<file path="config.mk">
export PLATFORM = sky130hd
export DESIGN_NAME = spi_config_receiver_flat
export DESIGN_NICKNAME = d
export VERILOG_FILES = /design/src/rtl/spi_config_receiver_if.sv /design/src/rtl/spi_config_receiver.sv /design/src/flat_wrapper.sv
export SDC_FILE = /design/constraint.sdc
export NUM_CORES = 1
export LEC_CHECK = 0
export CORE_UTILIZATION = 44
export CTS_BUF_LIST = sky130_fd_sc_hd__clkbuf_16
export CTS_CLUSTER_DIAMETER = 60
export DETAILED_ROUTE_END_ITERATION = 6
export HOLD_SLACK_MARGIN = 0.15
export PLACE_DENSITY_LB_ADDON = 0.15
export SLEW_MARGIN = 20
export SYNTH_ARGS = -nofsm -noshare
export SYNTH_HDL_FRONTEND = slang
export SYNTH_SLANG_ARGS = --single-unit
</file>
<file path="constraint.sdc">
create_clock -name i_Clock -period 2.1 [get_ports i_Clock]
set_clock_uncertainty 0.05 [all_clocks]
set_input_delay 0.42 -clock i_Clock [delete_from_list [all_inputs] [get_ports i_Clock]]
set_output_delay 0.42 -clock i_Clock [all_outputs]
set_load 0.02 [all_outputs]
</file>
<file path="src/rtl/spi_config_receiver_if.sv">
// rtl/spi_config_receiver_if.sv - SPI pin and config-write bundle for spi_config_receiver
//
// Purpose : groups the external SPI pins and the synth config write port
//           into one bundle.
// Modports: slave  - the receiver (takes SPI pins, drives config writes)
//           master - the environment (drives SPI pins, observes writes)
// Signals : i_SPI_SCK, i_SPI_CS_n, i_SPI_MOSI   SPI pins towards the receiver
//           o_SPI_MISO                          status echo back to the MCU
//           o_EnvelopeConfigWriteEnable[7:0]    level L1-L4 / rate R1-R4 strobes
//           o_NoteOnConfigWriteEnable[3:0]      note-on byte lane strobes
//           o_ConfigWriteAddr                   target voice-operator
//           o_ConfigWriteData[7:0]              data byte
//           o_FrameActive                       CS asserted (synchronized)
//           o_ErrorCount[7:0]                   only with SPI_CONFIG_ERROR_COUNT_EN

interface spi_config_receiver_if #(
   parameter int VOICE_OP_ID_WIDTH = 6
);
   typedef logic [VOICE_OP_ID_WIDTH-1:0] VoiceOperatorID_t;

   logic             i_SPI_SCK;
   logic             i_SPI_CS_n;
   logic             i_SPI_MOSI;
   logic             o_SPI_MISO;
   logic [7:0]       o_EnvelopeConfigWriteEnable;
   logic [3:0]       o_NoteOnConfigWriteEnable;
   VoiceOperatorID_t o_ConfigWriteAddr;
   logic [7:0]       o_ConfigWriteData;
   logic             o_FrameActive;
`ifdef SPI_CONFIG_ERROR_COUNT_EN
   logic [7:0]       o_ErrorCount;
`endif

   modport slave (
      input  i_SPI_SCK, i_SPI_CS_n, i_SPI_MOSI,
      output o_SPI_MISO, o_EnvelopeConfigWriteEnable, o_NoteOnConfigWriteEnable,
             o_ConfigWriteAddr, o_ConfigWriteData, o_FrameActive
`ifdef SPI_CONFIG_ERROR_COUNT_EN
      , output o_ErrorCount
`endif
   );

   modport master (
      output i_SPI_SCK, i_SPI_CS_n, i_SPI_MOSI,
      input  o_SPI_MISO, o_EnvelopeConfigWriteEnable, o_NoteOnConfigWriteEnable,
             o_ConfigWriteAddr, o_ConfigWriteData, o_FrameActive
`ifdef SPI_CONFIG_ERROR_COUNT_EN
      , input o_ErrorCount
`endif
   );
endinterface

</file>
<file path="src/rtl/spi_config_receiver.sv">
// rtl/spi_config_receiver.sv - SPI mode-0 slave decoding 3-byte config frames into write strobes
//
// Purpose : receives {register ID, address, data} frames MSB first from the
//           host MCU and turns each into a single-cycle config write strobe
//           for the envelope attenuator. Several frames may share one CS
//           assertion. MISO echoes a status byte during byte 0.
// Ports   : i_Clock  - system clock
//           i_Reset  - synchronous, active-high reset
//           cfg      - spi_config_receiver_if.slave (SPI pins + config writes)
// Params  : NUM_REG_IDS       - IDs at or above this are rejected
//           VOICE_OP_ID_WIDTH - width of o_ConfigWriteAddr (match the interface)
// Option  : SPI_CONFIG_ERROR_COUNT_EN adds a saturating error counter
//           (rejected IDs + aborted frames) on o_ErrorCount, and puts its low
//           7 bits into the MISO status byte.

module spi_config_receiver #(
   parameter int NUM_REG_IDS       = 12,
   parameter int VOICE_OP_ID_WIDTH = 6
) (
   input logic                  i_Clock,
   input logic                  i_Reset,
   spi_config_receiver_if.slave cfg
);

   typedef enum logic [2:0] {IDLE, REG, ADDR, DATA, COMMIT} state_t;

   state_t state, next_state;

   // SPI pins are asynchronous: two flops each, plus a delay flop on SCK
   // and CS_n for edge detection.
   logic sck_meta, sck_sync, sck_d;
   logic cs_meta, cs_sync, cs_d;
   logic mosi_meta, mosi_sync;

   logic [2:0]                   bit_cnt;
   logic [6:0]                   shift_reg;
   logic [7:0]                   reg_id;
   logic [VOICE_OP_ID_WIDTH-1:0] addr_byte;
   logic [7:0]                   data_byte;
   logic                         last_rejected;
   logic [6:0]                   miso_shift;

   logic [7:0]                   env_q;
   logic [3:0]                   note_q;
   logic [VOICE_OP_ID_WIDTH-1:0] addr_q;
   logic [7:0]                   data_q;
   logic                         miso_q;

   logic       sck_rise, sck_fall, cs_rise, cs_fall;
   logic       in_byte, abort, byte_done, load_status;
   logic [7:0] rx_byte;

   logic       commit, id_reject, rejected_next;
   logic [7:0] env_en_next;
   logic [3:0] note_en_next;
   logic [7:0] status_byte;

   always_ff @(posedge i_Clock) begin
      if (i_Reset) begin
         sck_meta  <= 1'b0;
         sck_sync  <= 1'b0;
         sck_d     <= 1'b0;
         cs_meta   <= 1'b1;
         cs_sync   <= 1'b1;
         cs_d      <= 1'b1;
         mosi_meta <= 1'b0;
         mosi_sync <= 1'b0;
      end else begin
         sck_meta  <= cfg.i_SPI_SCK;
         sck_sync  <= sck_meta;
         sck_d     <= sck_sync;
         cs_meta   <= cfg.i_SPI_CS_n;
         cs_sync   <= cs_meta;
         cs_d      <= cs_sync;
         mosi_meta <= cfg.i_SPI_MOSI;
         mosi_sync <= mosi_meta;
      end
   end

   assign sck_rise  = sck_sync & ~sck_d;
   assign sck_fall  = ~sck_sync & sck_d;
   assign cs_rise   = cs_sync & ~cs_d;
   assign cs_fall   = ~cs_sync & cs_d;

   assign in_byte   = (state == REG) || (state == ADDR) || (state == DATA);
   assign abort     = in_byte && cs_rise;
   assign byte_done = in_byte && sck_rise && (bit_cnt == 3'd7) && !cs_rise && !cs_fall;
   assign rx_byte   = {shift_reg, mosi_sync};

   // Status for byte 0 is loaded whenever REG is entered (new CS, restart,
   // or back-to-back after COMMIT).
   assign load_status = (next_state == REG) && ((state != REG) || cs_fall);

   // ---------------- FSM: state register ----------------
   always_ff @(posedge i_Clock) begin
      if (i_Reset) state <= IDLE;
      else         state <= next_state;
   end

   // ---------------- FSM: next state ----------------
   always_comb begin
      next_state = state;
      case (state)
         IDLE:   if (cs_fall) next_state = REG;
         REG, ADDR, DATA: begin
            if (abort)        next_state = IDLE;
            else if (cs_fall) next_state = REG;
            else if (byte_done) begin
               case (state)
                  REG:     next_state = ADDR;
                  ADDR:    next_state = DATA;
                  default: next_state = COMMIT;
               endcase
            end
         end
         // A CS rise coinciding with COMMIT still commits, then idles.
         COMMIT: next_state = cs_sync ? IDLE : REG;
         default: next_state = IDLE;
      endcase
   end

   // ---------------- FSM: outputs ----------------
   always_comb begin
      commit        = (state == COMMIT);
      id_reject     = (32'(reg_id) >= NUM_REG_IDS);
      env_en_next   = 8'd0;
      note_en_next  = 4'd0;
      rejected_next = commit ? id_reject : last_rejected;
      if (commit && !id_reject) begin
         if (reg_id[7:3] == 5'd0)      env_en_next[reg_id[2:0]]  = 1'b1;
         else if (reg_id[7:2] == 6'd2) note_en_next[reg_id[1:0]] = 1'b1;
      end
   end

`ifdef SPI_CONFIG_ERROR_COUNT_EN
   logic [7:0] err_q, err_next;

   always_comb begin
      err_next = err_q;
      if (((commit && id_reject) || abort) && (err_q != 8'hFF)) err_next = err_q + 8'd1;
   end

   always_ff @(posedge i_Clock) begin
      if (i_Reset) err_q <= 8'd0;
      else         err_q <= err_next;
   end

   assign status_byte      = {err_next[6:0], rejected_next};
   assign cfg.o_ErrorCount = err_q;
`else
   assign status_byte = {7'd0, rejected_next};
`endif

   // ---------------- datapath ----------------
   always_ff @(posedge i_Clock) begin
      if (i_Reset) begin
         bit_cnt       <= 3'd0;
         shift_reg     <= 7'd0;
         reg_id        <= 8'd0;
         addr_byte     <= '0;
         data_byte     <= 8'd0;
         last_rejected <= 1'b0;
         miso_shift    <= 7'd0;
         env_q         <= 8'd0;
         note_q        <= 4'd0;
         addr_q        <= '0;
         data_q        <= 8'd0;
         miso_q        <= 1'b0;
      end else begin
         env_q  <= env_en_next;
         note_q <= note_en_next;
         if (commit) begin
            last_rejected <= id_reject;
            if (!id_reject) begin
               addr_q <= addr_byte;
               data_q <= data_byte;
            end
         end

         if ((state == IDLE) || commit || cs_fall || cs_rise) bit_cnt <= 3'd0;
         else if (in_byte && sck_rise)                        bit_cnt <= bit_cnt + 3'd1;

         if (in_byte && sck_rise) shift_reg <= rx_byte[6:0];

         if (byte_done) begin
            case (state)
               REG:     reg_id    <= rx_byte;
               ADDR:    addr_byte <= rx_byte[VOICE_OP_ID_WIDTH-1:0];
               default: data_byte <= rx_byte;
            endcase
         end

         // bit_cnt==0 skips the trailing SCK fall of the previous frame's
         // last bit when REG is entered back-to-back.
         if (load_status) begin
            miso_q     <= status_byte[7];
            miso_shift <= status_byte[6:0];
         end else if (state != REG) begin
            miso_q <= 1'b0;
         end else if (sck_fall && (bit_cnt != 3'd0)) begin
            miso_q     <= miso_shift[6];
            miso_shift <= {miso_shift[5:0], 1'b0};
         end
      end
   end

   assign cfg.o_EnvelopeConfigWriteEnable = env_q;
   assign cfg.o_NoteOnConfigWriteEnable   = note_q;
   assign cfg.o_ConfigWriteAddr           = addr_q;
   assign cfg.o_ConfigWriteData           = data_q;
   assign cfg.o_SPI_MISO                  = miso_q;
   assign cfg.o_FrameActive               = ~cs_sync;

endmodule

</file>
<file path="src/flat_wrapper.sv">
// flat-port wrapper written by rule: the top's interface ports become plain ports
module spi_config_receiver_flat 
#(
   parameter int NUM_REG_IDS       = 12,
   parameter int VOICE_OP_ID_WIDTH = 6
)
  (i_Clock, i_Reset, cfg_i_SPI_SCK, cfg_i_SPI_CS_n, cfg_i_SPI_MOSI, cfg_o_SPI_MISO, cfg_o_EnvelopeConfigWriteEnable, cfg_o_NoteOnConfigWriteEnable, cfg_o_ConfigWriteAddr, cfg_o_ConfigWriteData, cfg_o_FrameActive);
  spi_config_receiver_if #(.VOICE_OP_ID_WIDTH(VOICE_OP_ID_WIDTH)) cfg_i ();
  input logic i_Clock;
  input logic i_Reset;
  input wire logic [$bits(cfg_i.i_SPI_SCK)-1:0] cfg_i_SPI_SCK;
  input wire logic [$bits(cfg_i.i_SPI_CS_n)-1:0] cfg_i_SPI_CS_n;
  input wire logic [$bits(cfg_i.i_SPI_MOSI)-1:0] cfg_i_SPI_MOSI;
  output wire logic [$bits(cfg_i.o_SPI_MISO)-1:0] cfg_o_SPI_MISO;
  output wire logic [$bits(cfg_i.o_EnvelopeConfigWriteEnable)-1:0] cfg_o_EnvelopeConfigWriteEnable;
  output wire logic [$bits(cfg_i.o_NoteOnConfigWriteEnable)-1:0] cfg_o_NoteOnConfigWriteEnable;
  output wire logic [$bits(cfg_i.o_ConfigWriteAddr)-1:0] cfg_o_ConfigWriteAddr;
  output wire logic [$bits(cfg_i.o_ConfigWriteData)-1:0] cfg_o_ConfigWriteData;
  output wire logic [$bits(cfg_i.o_FrameActive)-1:0] cfg_o_FrameActive;
  assign cfg_i.i_SPI_SCK = cfg_i_SPI_SCK;
  assign cfg_i.i_SPI_CS_n = cfg_i_SPI_CS_n;
  assign cfg_i.i_SPI_MOSI = cfg_i_SPI_MOSI;
  assign cfg_o_SPI_MISO = cfg_i.o_SPI_MISO;
  assign cfg_o_EnvelopeConfigWriteEnable = cfg_i.o_EnvelopeConfigWriteEnable;
  assign cfg_o_NoteOnConfigWriteEnable = cfg_i.o_NoteOnConfigWriteEnable;
  assign cfg_o_ConfigWriteAddr = cfg_i.o_ConfigWriteAddr;
  assign cfg_o_ConfigWriteData = cfg_i.o_ConfigWriteData;
  assign cfg_o_FrameActive = cfg_i.o_FrameActive;
  spi_config_receiver #(.NUM_REG_IDS(NUM_REG_IDS), .VOICE_OP_ID_WIDTH(VOICE_OP_ID_WIDTH)) u_core (.i_Clock(i_Clock), .i_Reset(i_Reset), .cfg(cfg_i));
endmodule
</file>
Word level (Yosys, flattened, before mapping):

Cells that the tools add are included.

* flip-flop bits (word level): 78
* output and inout port bits: 28
* word-level logic and storage cells: 102

* add/subtract/negate cells: 1
* order comparisons: 5
* eq/ne operators: 9
* muxes and demuxes: 15
* bitwise operators: 14
* reduce and logical (&&, ||, !) cells: 36

Operators with widths (number)
* two-way mux 3 bit: 4
* AND reduction 2 bit: 6
* logical AND 1 bit: 10
* inverter 1 bit: 10
* case mux 3 bit (3 select lines): 1
* OR reduction 3 bit: 3
* >= comparator 8 x 4 -> 1 bit (second input constant): 1
* two-way mux 1 bit: 7
* == test 3 x 1 -> 1 bit (second input constant): 2
* == test 3 x 2 -> 1 bit (second input constant): 2
* == test 3 bit (second input constant): 2
* == test 6 x 2 -> 1 bit (second input constant): 1
* logical OR 1 bit: 6
* case mux 3 bit (2 select lines): 1
* OR reduction 2 bit: 3
* logical NOT 5 bit: 1
* bitwise AND 1 bit: 4
* less-than comparator 3 x 4 -> 1 bit (second input constant): 1
* OR reduction 4 bit: 1
* adder 3 x 1 -> 3 bit (second input constant): 1
* demux 1 bit (select 3 bit): 1
* >= comparator 3 x 1 -> 1 bit (second input constant): 1
* logical NOT 1 bit: 3
* logical NOT 3 bit: 1
* 7 further kinds: 7

Depth between registers and ports, before layout:

* depth in word-level cells: 15
* mapped depth: 6
* gate-level depth less buffers: 5

Worst setup path after synthesis:

OpenSTA, ideal clock, no wires.

* kind: flip-flop to flip-flop
* start: reg u_core.bit_cnt[0]
* end: reg u_core.state[1]
* setup time: 0.112 ns
* data arrival time: 1.456 ns
* required time: 1.938 ns
* setup slack: 0.482 ns
* cell stages (with the launch flop): 6
* cells stage by stage: dfxtp_1 ha_1 ha_1 nand4bb_4 or3_1 a2111oi_1

* word-level cells in the longest chain between the ends: 8

RTL lines
* from (decl): line spi_config_receiver.sv:35 `logic [2:0] bit_cnt;`
* from (signal assigned): line spi_config_receiver.sv:181 `else if (in_byte && sck_rise) bit_cnt <= bit_cnt + 3'd1;`
* == test 3 bit: line spi_config_receiver.sv:87 `assign byte_done = in_byte && sck_rise && (bit_cnt == 3'd7) && !cs_rise && !cs_fall;`
* logical AND 1 bit (3 in a row): line spi_config_receiver.sv:87
* two-way mux 3 bit: line spi_config_receiver.sv:108 `else if (byte_done) begin`
* two-way mux 3 bit: line spi_config_receiver.sv:107 `else if (cs_fall) next_state = REG;`
* two-way mux 3 bit: line spi_config_receiver.sv:106 `if (abort) next_state = IDLE;`
* case mux 3 bit (3 select lines): line spi_config_receiver.sv:103 `case (state)`
* to (signal assigned): line spi_config_receiver.sv:97 `else state <= next_state;`
* to (decl): line spi_config_receiver.sv:27 `state_t state, next_state;`

Every way passes these cells.
A chain may end at the register's enable or synchronous reset.

Final worst setup path:

* start: reg u_core.cs_sync
* end: out cfg_o_FrameActive

* word-level cells in the longest chain between the ends: 1

RTL lines
* from (decl): line spi_config_receiver.sv:32 `logic cs_meta, cs_sync, cs_d;`
* from (signal assigned): line spi_config_receiver.sv:73 `cs_sync <= cs_meta;`
* inverter 1 bit: line spi_config_receiver.sv:212 `assign cfg.o_FrameActive = ~cs_sync;`
* to (decl): line flat_wrapper.sv:19 `output wire logic [$bits(cfg_i.o_FrameActive)-1:0] cfg_o_FrameActive;`

Every way passes these cells.

==> parameters.txt <==
Parameter                              Value

Die
  Initial standard-cell utilization of the core    0.462
  Total core area    ~0.0069 mm^2
  Die height    between 80 and 90 um
  Number of placement rows    30
  DIE WIDTH    86.9 um
  Die area    around 0.0076 mm^2
  Number of placed I/O pins    33

Logic synthesis
  Async set-or-reset flop fraction in the synthesized netlist    0
  Synthesized Nets    between 300 and 400
  Cell with the most instances after synthesis    sky130_fd_sc_hd__dfxtp_1
  Number of synthesis warnings    0
  Cells after synthesis    314
  Mapped Area    0.00317 mm^2
  Fraction of the yosys area taken by sequential cells    0.492
  Top cell type's share of synthesized area    0.492
  Number of enable flip-flop cells after synthesis    0
  Average instance area after synthesis    between 10 and 15 um^2
  Number of register bits inferred by synthesis    around 80
  Count of cell types in the netlist    44
  Commonest cells in the synthesized netlist    sky130_fd_sc_hd__dfxtp_1, sky130_fd_sc_hd__nand2b_1, sky130_fd_sc_hd__mux2i_1
  Post-synth top area cell    sky130_fd_sc_hd__dfxtp_1
  Main area contributors after synthesis    sky130_fd_sc_hd__dfxtp_1, sky130_fd_sc_hd__mux2i_1, sky130_fd_sc_hd__nand2b_1
  Ys flop type    sky130_fd_sc_hd__dfxtp_1

Power
  Worst vdd rail ir drop    0.420 mV
  Total power draw    0.00306 W
  Leak    1.43 nW
  Total power per unit cell area    795 mW/mm^2

Place
  GPL Wtd Cong    0.751
  Detailed placer's ending HPWL    a little under 4 mm
  Count of port buffers added during placement    32
  Post-placement cell area    0.00356 mm^2
  Number of cells in the design after placement    427

Clock tree
  Clock input transition at the sequential cells of the worst setup and hold paths    0.06 ns
  CTS tree    built
  Number of levels the H-tree was split into    3
  Clock network latency to the later pin of the worst-skew pair    ~0.32 ns
  CTS Root Buffer Type    sky130_fd_sc_hd__clkbuf_16
  Number of clock buffers inserted by TritonCTS    9
  Post_cts resized    0
  Quantity of hold-fixing buffers added after cts    0
  CTS Buffer Depth    2
  TritonCTS sink count    78
  Total setup buffers inserted after CTS    0

Detailed routing
  Wire length per cell    13.0 um
  Detailed-route via count    between 2000 and 2500
  Total routed wirelength    5.74 mm
  Detail Route Antenna Nets    0
  Average vias per placed instance    5.02
  Detailed Route Iter0 Violations    86
  Length of the first detailed-routing pass in iterations    5
  DRC violations left    0

Timing
  Max-slew headroom    0.583
  Number of endpoints with negative hold slack in the final report    0
  Unrepaired setup endpoints after global routing    no
  Max frequency    between 500 and 600 MHz
  Slew at the pin with the worst max-slew slack    between 0.6 and 0.7 ns
  Crit share post-route    0.923
  Final count of negative-setup-slack endpoints    0
  Summed negative setup slack over all endpoints    0 ns
  Max Transition Viols Final    0
  Shortest period the worst path allows    1.94 ns

Cells and area
  Total area of multi-input combinational cells    around 0.0015 mm^2
  Footprint of the flip-flops and latches    0.00156 mm^2
  Number of diodes added for antenna fixing    0
  Area added between synthesis and finish    21.3%
  Final net count    350
  Fin util    0.560
  Fraction of layout instances using a drive strength above 1    0.0980
  Final instance area    about 0.0038 mm^2
  Number of fill cells in the layout    roughly 630
  Count of placed standard cells in the final layout, fillers left out    443

Worst setup path
  R2R Setup Slk    0.30 ns
  Reg2Reg Depth    5
  Critical path startpoint category    flop
  Reg2reg end    u_core.data_byte[0]$_SDFFE_PP0P_
  Type of destination of the critical path    primary output
  Critical path data required time    around 1.6 ns
  Category of the most critical setup path    flop to primary output
  Largest fanout on the critical path    7
  Data arrival at the endpoint of the critical path    ~1.5 ns
  Worst flop-to-flop path startpoint    u_core.bit_cnt[0]$_SDFFE_PP0N_
  Launch point of the worst path    u_core.cs_sync$_SDFF_PP1_
  Capture point of the critical path    cfg_o_FrameActive

Run
  Max-capacitance violation count    0

GRT
  Total overflow reported by the global router    0
  Antenna violations before repair    0
  Wire length of the first global-routing pass    ~9.6 mm
  Vias in the first global route    2016
  Largest net degree at the start of global routing    39
  All-Layer GR Usage    0.166

Min path
  Hold WC Path Type    flop to flop

Outcome
  Run status    completed
## placed cells by master, fill, tap and decap left out, types with 2 or more instances in the layout
cell type                         instances
sky130_fd_sc_hd__clkinvlp_4               2
sky130_fd_sc_hd__or3_1                    2
sky130_fd_sc_hd__nand2_1                  2
sky130_fd_sc_hd__clkbuf_16                9
sky130_fd_sc_hd__nor3_1                   5
sky130_fd_sc_hd__buf_4                    6
sky130_fd_sc_hd__a21oi_1                 16
sky130_fd_sc_hd__o21ai_0                 13
sky130_fd_sc_hd__mux2i_1                 36
sky130_fd_sc_hd__nand4_1                  9
sky130_fd_sc_hd__ha_1                     3
sky130_fd_sc_hd__dfxtp_1                 78
sky130_fd_sc_hd__nor3b_2                  2
sky130_fd_sc_hd__nor2b_1                  9
sky130_fd_sc_hd__or3b_2                   2
sky130_fd_sc_hd__nand3_1                 16
sky130_fd_sc_hd__clkdlybuf4s50_1         31
sky130_fd_sc_hd__or2_2                    3
sky130_fd_sc_hd__nor2_1                  13
sky130_fd_sc_hd__inv_1                    6
sky130_fd_sc_hd__and3_1                   2
sky130_fd_sc_hd__o31ai_1                  7
sky130_fd_sc_hd__nand2b_1                49
sky130_fd_sc_hd__nor3b_1                  2
## critical path, stage by stage (launching register included)
cell and delay, ns:
sky130_fd_sc_hd__dfxtp_1 0.47, sky130_fd_sc_hd__inv_1 0.12, sky130_fd_sc_hd__clkdlybuf4s50_1 0.55
## worst min path at each step
stage	startpoint	endpoint	depth (start not counted)
3_3_place_gp	u_core.cs_meta$_SDFF_PP1_	u_core.cs_sync$_SDFF_PP1_	1
3_5_place_dp	u_core.cs_meta$_SDFF_PP1_	u_core.cs_sync$_SDFF_PP1_	1
6_report	u_core.cs_meta$_SDFF_PP1_	u_core.cs_sync$_SDFF_PP1_	1
4_1_cts	u_core.cs_meta$_SDFF_PP1_	u_core.cs_sync$_SDFF_PP1_	1
2_1_floorplan	u_core.cs_meta$_SDFF_PP1_	u_core.cs_sync$_SDFF_PP1_	1
5_1_grt	u_core.cs_meta$_SDFF_PP1_	u_core.cs_sync$_SDFF_PP1_	1
## routing by layer
layer  vias to the layer above  track usage  share of wire
li1                       1147            -              -
met1                      1032        0.221           0.51
met2                        41        0.258           0.46
met3                         6       0.0483          0.032
met4                         0       0.0515         0.0068
met5                         -            0              0
## layout make-up
cell class | instances | area share
multi-input combinational | 210 | 0.389
timing repair buffer | 38 | 0.0937
sequential | 78 | 0.406
inverter | 5 | 0.00488
tap | 96 | 0.0312
clock buffer | 9 | 0.0585
clock inverter | 7 | 0.0172
## stage by stage
step                      hold WS, ns  setup slack (ns)
final                           0.358             0.163
after floorplan                 0.339             0.482
after detailed placement        0.349             0.305
after global routing            0.393            0.0906
after global placement          0.342             0.371
after CTS                       0.363             0.142
## cell families (layout without fill, tap and decap cells)
group	Yosys count	count (layout)	synth area share
AO/OA/AOI/OAI	43	43	0.0816
XOR/XNOR	2	2	0.00552
adder cells (fa/ha/maj)	4	4	0.0150
buffers and inverters	26	59	0.0367
flip-flops	78	78	0.492
multiplexers	36	36	0.114
AND/OR/NAND/NOR	125	125	0.256
## where the power goes
group	switching, W	total (W)	internal (W)	leakage (nW)
Sequential	0.00000839	0.00150	0.00149	0.630
Clock	0.000570	0.00148	0.000910	0.140
Combinational	0.0000472	0.0000825	0.0000353	0.661
Total	0.000626	0.00306	0.00243	1.43
Note: power is estimated with default switching activity, not from simulation.
